==> config.mk <==
export PLATFORM = sky130hd
export DESIGN_NAME = main_control_fsm
export DESIGN_NICKNAME = d
export VERILOG_FILES = /design/src/rtl/main_control_fsm.sv
export SDC_FILE = /design/constraint.sdc
export NUM_CORES = 1
export LEC_CHECK = 0
export ABC_AREA = 0
export BUFFER_PORTS_ARGS = -buffer_cell sky130_fd_sc_hd__buf_4
export CAP_MARGIN = 20
export CORE_UTILIZATION = 35
export CTS_CLUSTER_DIAMETER = 200
export CTS_CLUSTER_SIZE = 24
export DETAILED_ROUTE_END_ITERATION = 10
export HOLD_SLACK_MARGIN = 0.05
export PLACE_DENSITY_LB_ADDON = 0.2
export SETUP_SLACK_MARGIN = 0.1
export SLEW_MARGIN = 20
export SYNTH_ARGS = -nofsm -noshare
export SYNTH_HDL_FRONTEND = slang
export SYNTH_SLANG_ARGS = --single-unit
==> constraint.sdc <==
create_clock -name clk -period 1.76 [get_ports clk]
set_clock_uncertainty 0.2 [all_clocks]
set_input_delay 0.264 -clock clk [delete_from_list [all_inputs] [get_ports clk]]
set_output_delay 0.264 -clock clk [all_outputs]
set_load 0.005 [all_outputs]
==> src/rtl/main_control_fsm.sv <==
// Multicycle RISC-V main control unit: a Moore FSM that sequences fetch,
// decode, memory, ALU and branch steps and counts retired instructions.
module main_control_fsm (
  input  logic        clk,
  input  logic        reset,
  input  logic [6:0]  opcode,
  input  logic        zero,
  input  logic        memReady,
  output logic        pcWrite,
  output logic        irWrite,
  output logic        memWrite,
  output logic        regWrite,
  output logic        adrSrc,
  output logic [1:0]  aluSrcA,
  output logic [1:0]  aluSrcB,
  output logic [1:0]  aluOp,
  output logic [1:0]  resultSrc,
  output logic        illegal,
  output logic [3:0]  state,
  output logic [31:0] instret
);

  typedef enum logic [3:0] {
    FETCH    = 4'd0,
    DECODE   = 4'd1,
    MEMADR   = 4'd2,
    MEMREAD  = 4'd3,
    MEMWB    = 4'd4,
    MEMWRITE = 4'd5,
    EXECUTER = 4'd6,
    ALUWB    = 4'd7,
    BEQ      = 4'd8,
    ILLEGAL  = 4'd9
  } stateT;

  localparam logic [6:0] OP_LW   = 7'b0000011;
  localparam logic [6:0] OP_SW   = 7'b0100011;
  localparam logic [6:0] OP_RTYP = 7'b0110011;
  localparam logic [6:0] OP_BEQ  = 7'b1100011;

  stateT       state_q, state_d;
  logic [31:0] instret_q, instret_d;
  logic        illegal_q, illegal_d;

  logic pcWriteRaw, irWriteRaw, memWriteRaw, regWriteRaw;
  logic retire;

  // State, retired-instruction counter and sticky illegal flag; reset wins over everything
  always_ff @(posedge clk) begin
    if (reset) begin
      state_q   <= FETCH;
      instret_q <= 32'd0;
      illegal_q <= 1'b0;
    end else begin
      state_q   <= state_d;
      instret_q <= instret_d;
      illegal_q <= illegal_d;
    end
  end

  // Next-state and Moore outputs per state; everything not named for a state stays 0
  always_comb begin
    state_d     = state_q;
    pcWriteRaw  = 1'b0;
    irWriteRaw  = 1'b0;
    memWriteRaw = 1'b0;
    regWriteRaw = 1'b0;
    adrSrc      = 1'b0;
    aluSrcA     = 2'b00;
    aluSrcB     = 2'b00;
    aluOp       = 2'b00;
    resultSrc   = 2'b00;
    retire      = 1'b0;

    case (state_q)
      FETCH: begin
        aluSrcB    = 2'b10;
        resultSrc  = 2'b10;
        pcWriteRaw = memReady;
        irWriteRaw = memReady;
        if (memReady) state_d = DECODE;
      end
      DECODE: begin
        aluSrcA = 2'b01;
        aluSrcB = 2'b01;
        case (opcode)
          OP_LW, OP_SW: state_d = MEMADR;
          OP_RTYP:      state_d = EXECUTER;
          OP_BEQ:       state_d = BEQ;
          default:      state_d = ILLEGAL;
        endcase
      end
      MEMADR: begin
        aluSrcA = 2'b10;
        aluSrcB = 2'b01;
        state_d = (opcode == OP_LW) ? MEMREAD : MEMWRITE;
      end
      MEMREAD: begin
        adrSrc = 1'b1;
        if (memReady) state_d = MEMWB;
      end
      MEMWB: begin
        resultSrc   = 2'b01;
        regWriteRaw = 1'b1;
        state_d     = FETCH;
        retire      = 1'b1;
      end
      MEMWRITE: begin
        adrSrc      = 1'b1;
        memWriteRaw = 1'b1;
        if (memReady) begin
          state_d = FETCH;
          retire  = 1'b1;
        end
      end
      EXECUTER: begin
        aluSrcA = 2'b10;
        aluOp   = 2'b10;
        state_d = ALUWB;
      end
      ALUWB: begin
        regWriteRaw = 1'b1;
        state_d     = FETCH;
        retire      = 1'b1;
      end
      BEQ: begin
        aluSrcA    = 2'b10;
        aluOp      = 2'b01;
        pcWriteRaw = zero;
        state_d    = FETCH;
        retire     = 1'b1;
      end
      ILLEGAL: begin
        state_d = ILLEGAL;
      end
      default: begin
        state_d = FETCH;
      end
    endcase

    instret_d = retire ? (instret_q + 32'd1) : instret_q;
    illegal_d = illegal_q | (state_d == ILLEGAL);
  end

  // Write enables are gated by reset so no architectural write happens during a reset cycle
  always_comb begin
    pcWrite  = pcWriteRaw  & ~reset;
    irWrite  = irWriteRaw  & ~reset;
    memWrite = memWriteRaw & ~reset;
    regWrite = regWriteRaw & ~reset;
  end

  assign illegal = illegal_q;
  assign state   = state_q;
  assign instret = instret_q;

endmodule

==> impl_metrics.py <==
metrics = {
    "outcome": {
        "status": "finished with violations",
        "violations": "setup timing",
    },
    "critical_path": {
        "cp_cell_sequence": "nand2b_4 > o221ai_4 > nand4_1 > buf_4 > or4_1 > a21oi_1",
        "end_kind": "register",
        "critPathMaxStageDelay_ps": 400,
        "worstPathRequired_ps": 1770,
        "arrival_ps": 2050,
        "critPathMaxFanout": 5,
        "worst_setup_path_start_kind": "register",
        "critical_path_class": "register to register",
        "path_buf_inv": 1,
        "crit_slowest_cell": "or4_1",
        "cpLargestDelayFamily": "simple AND/OR/NAND/NOR gates",
    },
    "die": {
        "io-pin-count": 61,
        "initial_utilization_pct": 36.7,
        "die_area_sq_um": 6130,
        "die_x_um": 78.3,
        "std_cell_rows": 27,
        "fp.coreArea_sq_um": 5540,
        "dieHeight_um": 78.3,
    },
    "logic_synthesis": {
        "yosysTopAreaCellShare_pct": 36.4,
        "syn-num-nets": 270,
        "yosysSeqAreaShare_pct": 36.4,
        "yosysWarnings": 0,
        "synth_area_leader_cell": "dfxtp_1",
        "ys_ff_latch": 37,
        "syn-cell-area_sq_um": 2040,
        "syn_avg_cell_area_sq_um": 7.89,
        "synthTopCellsByArea": "dfxtp_1 (36%), a21oi_1 (6.9%), or3_1 (5.8%)",
        "yosysUniqueCellTypes": 44,
        "synth-edff-count": 0,
        "yosys_most_used_dff": "dfxtp_1",
        "postSynthCellCount": 258,
        "async_flop_share_pct": 0,
    },
    "drt": {
        "drt-pass1-iter-count": 4,
        "antenna_left": 0,
        "routed_via_density": 5.30,
        "wl_per_cell_um": 14.7,
        "route.detailed.drc": 0,
        "vias": 2514,
        "drt-total-wl_um": 6980,
        "drt_iter0_markers": 135,
    },
    "grt": {
        "grt_pass1_vias": 2281,
        "antenna_found_initial": 0,
        "grt_start_max_net_pins": 23,
        "grt_overflow": 0,
        "grt_pass1_wl_um": 10600,
        "grt_use_total_pct": 21.8,
    },
    "placed_design": {
        "portBuffers": 60,
        "placed_cells": 439,
        "place_area_sq_um": 3040,
        "dp_hpwl_um": 4370,
        "gp_congestion": 0.852,
        "dp_slack_ps": -248,
    },
    "cts": {
        "clockBufferDepth": 2,
        "cts_tree": "done",
        "cts_inserted_buffers": 5,
        "cts.sinks": 37,
        "h-tree-depth": 2,
        "clockRootBuffer": "clkbuf_8",
        "cts-hold-fix-buffers": 0,
        "clk_latency_ps": 290,
        "cts.clk_slew.worst_paths_ps": 80,
    },
    "sta": {
        "setup_ws_ps": -282,
        "rsz0062_at_grt": "true",
        "finalHoldViolCount": 0,
        "tightestPinTransition_ps": 323,
        "fin_crit_ps": 2040,
        "relSlewSlack_pct": 78.4,
        "post-route-period-util_pct": 116,
        "setup_violations": 33,
        "fmax_mhz": 490,
        "slew_violations": 0,
    },
    "pwr": {
        "power_mw": 1.91,
        "irDropWorstVdd_mv": 0.301,
        "p_leak_nw": 1.53,
        "power.density_nw_per_um2": 511,
    },
    "cells_and_area": {
        "antenna_cells": 0,
        "finalNonFillerCells": 474,
        "area_growth_pct": 83.5,
        "final_nets": 413,
        "fillers": 441,
        "layout.area.seq_sq_um": 779,
        "fin_area_sq_um": 3740,
        "layout-drive-gt1-share_pct": 54.2,
        "multiInputGateArea_sq_um": 1440,
    },
    "worst_hold_path": {
        "hold_path.class": "primary input to register",
    },
    "job": {
        "max_cap_violations": 0,
    },
}
-- cell usage after synthesis (all sizes together) (3+ instances only) --
cell,number
o31ai,5
a21oi,28
o21ai,18
nand3,15
and3,4
xor2,10
nand4,14
dfxtp,37
nand2,10
or3,19
nor2,24
nor3,11
xnor2,3
or4,6
clkbuf,11
buf,4
inv,11
nor4,3
-- final timing paths --
check	from	end	slack (ps)	depth (start not counted)
min	opcode[5]	state[2]$_SDFF_PP0_	100	3
max reg2reg	state[3]$_SDFF_PP0_	instret[18]$_SDFFE_PP0P_	-280	6
min reg2reg	illegal$_SDFF_PP0_	illegal$_SDFF_PP0_	280	2
max	state[3]$_SDFF_PP0_	instret[18]$_SDFFE_PP0P_	-280	6
-- flip-flops by register name, indices dropped and copies added (netlist names) --
register,cells
instret,32
state,4
illegal,1
-- per-layer routing --
metal	track usage (%)	share of wire (%)	vias to the layer above
met5	0	0	-
met4	5.74	1.1	0
met3	4.53	4.1	6
met2	37.4	51	57
met1	27.5	43	1199
li1	-	-	1252
-- layout make-up --
type	count	area share [%]
Timing Repair Buffer	151	33.8
Clock inverter	3	1.11
Tap cell	72	2.41
Sequential cell	37	20.9
Inverter	11	1.37
Clock buffer	5	1.84
Multi-Input combinational cell	195	38.6
-- repair_timing --
item,CTS,global route
buffers inserted,20,12
endpoints found under the setup margin,38,47
gates resized for setup,61,44
pin swaps,21,16
gates cloned,1,0
-- worst reg2reg max path, stage by stage, from the launching register on --
cell	delay [ps]
dfxtp_4	360
nand2b_4	180
o221ai_4	250
nand4_1	210
buf_4	200
or4_1	400
a21oi_1	160
-- through the flow --
| stage | util, % | TNS, ps | hold slack (ps) |
|---|---|---|---|
| 6_report | 67.4 | -4670 | 96.3 |
| 5_1_grt | 67.4 | -7120 | 118 |
| 4_1_cts | 63.2 | -3070 | 54.4 |
| 2_1_floorplan | - | -1090 | 229 |
| 3_3_place_gp | 54.9 | -2660 | 270 |
| 3_5_place_dp | 54.9 | -3230 | 261 |
-- kinds of logic (layout without fill, tap and decap cells) --
| kind of cell | Yosys count | in the layout | synth area share, % |
|---|---|---|---|
| AND/OR/NAND/NOR | 118 | 118 | 33.1 |
| XOR/XNOR | 13 | 13 | 5.59 |
| multiplexers | 2 | 2 | 1.04 |
| AO/OA/AOI/OAI | 60 | 60 | 17.7 |
| adder cells (fa/ha/maj) | 2 | 2 | 1.11 |
| flip-flops | 37 | 37 | 36.4 |
| buffers and inverters | 26 | 170 | 5.10 |
-- cell usage in the layout, fill, tap and decap left out, drive strengths merged, types with 2 or more instances in the layout --
cell and count:
nor2 24, clkbuf 5, or4 6, nand4 14, and2 2, or3 19, o21ai 18, o31ai 5
nand3 15, and3 4, xnor2 3, inv 11, nand2b 2, o22ai 2, xor2 10, nand2 10
nor4 3, a21oi 28, nor3 11, dfxtp 37, buf 151, nor3b 2
-- where the power goes --
part | internal (mW) | switching (mW) | total, mW | leakage (nW)
Sequential | 0.839 | 0.0120 | 0.851 | 0.309
Clock | 0.417 | 0.320 | 0.737 | 0.0518
Combinational | 0.171 | 0.149 | 0.320 | 1.17
Total | 1.43 | 0.481 | 1.91 | 1.53
(Power assumes the default switching activity.)
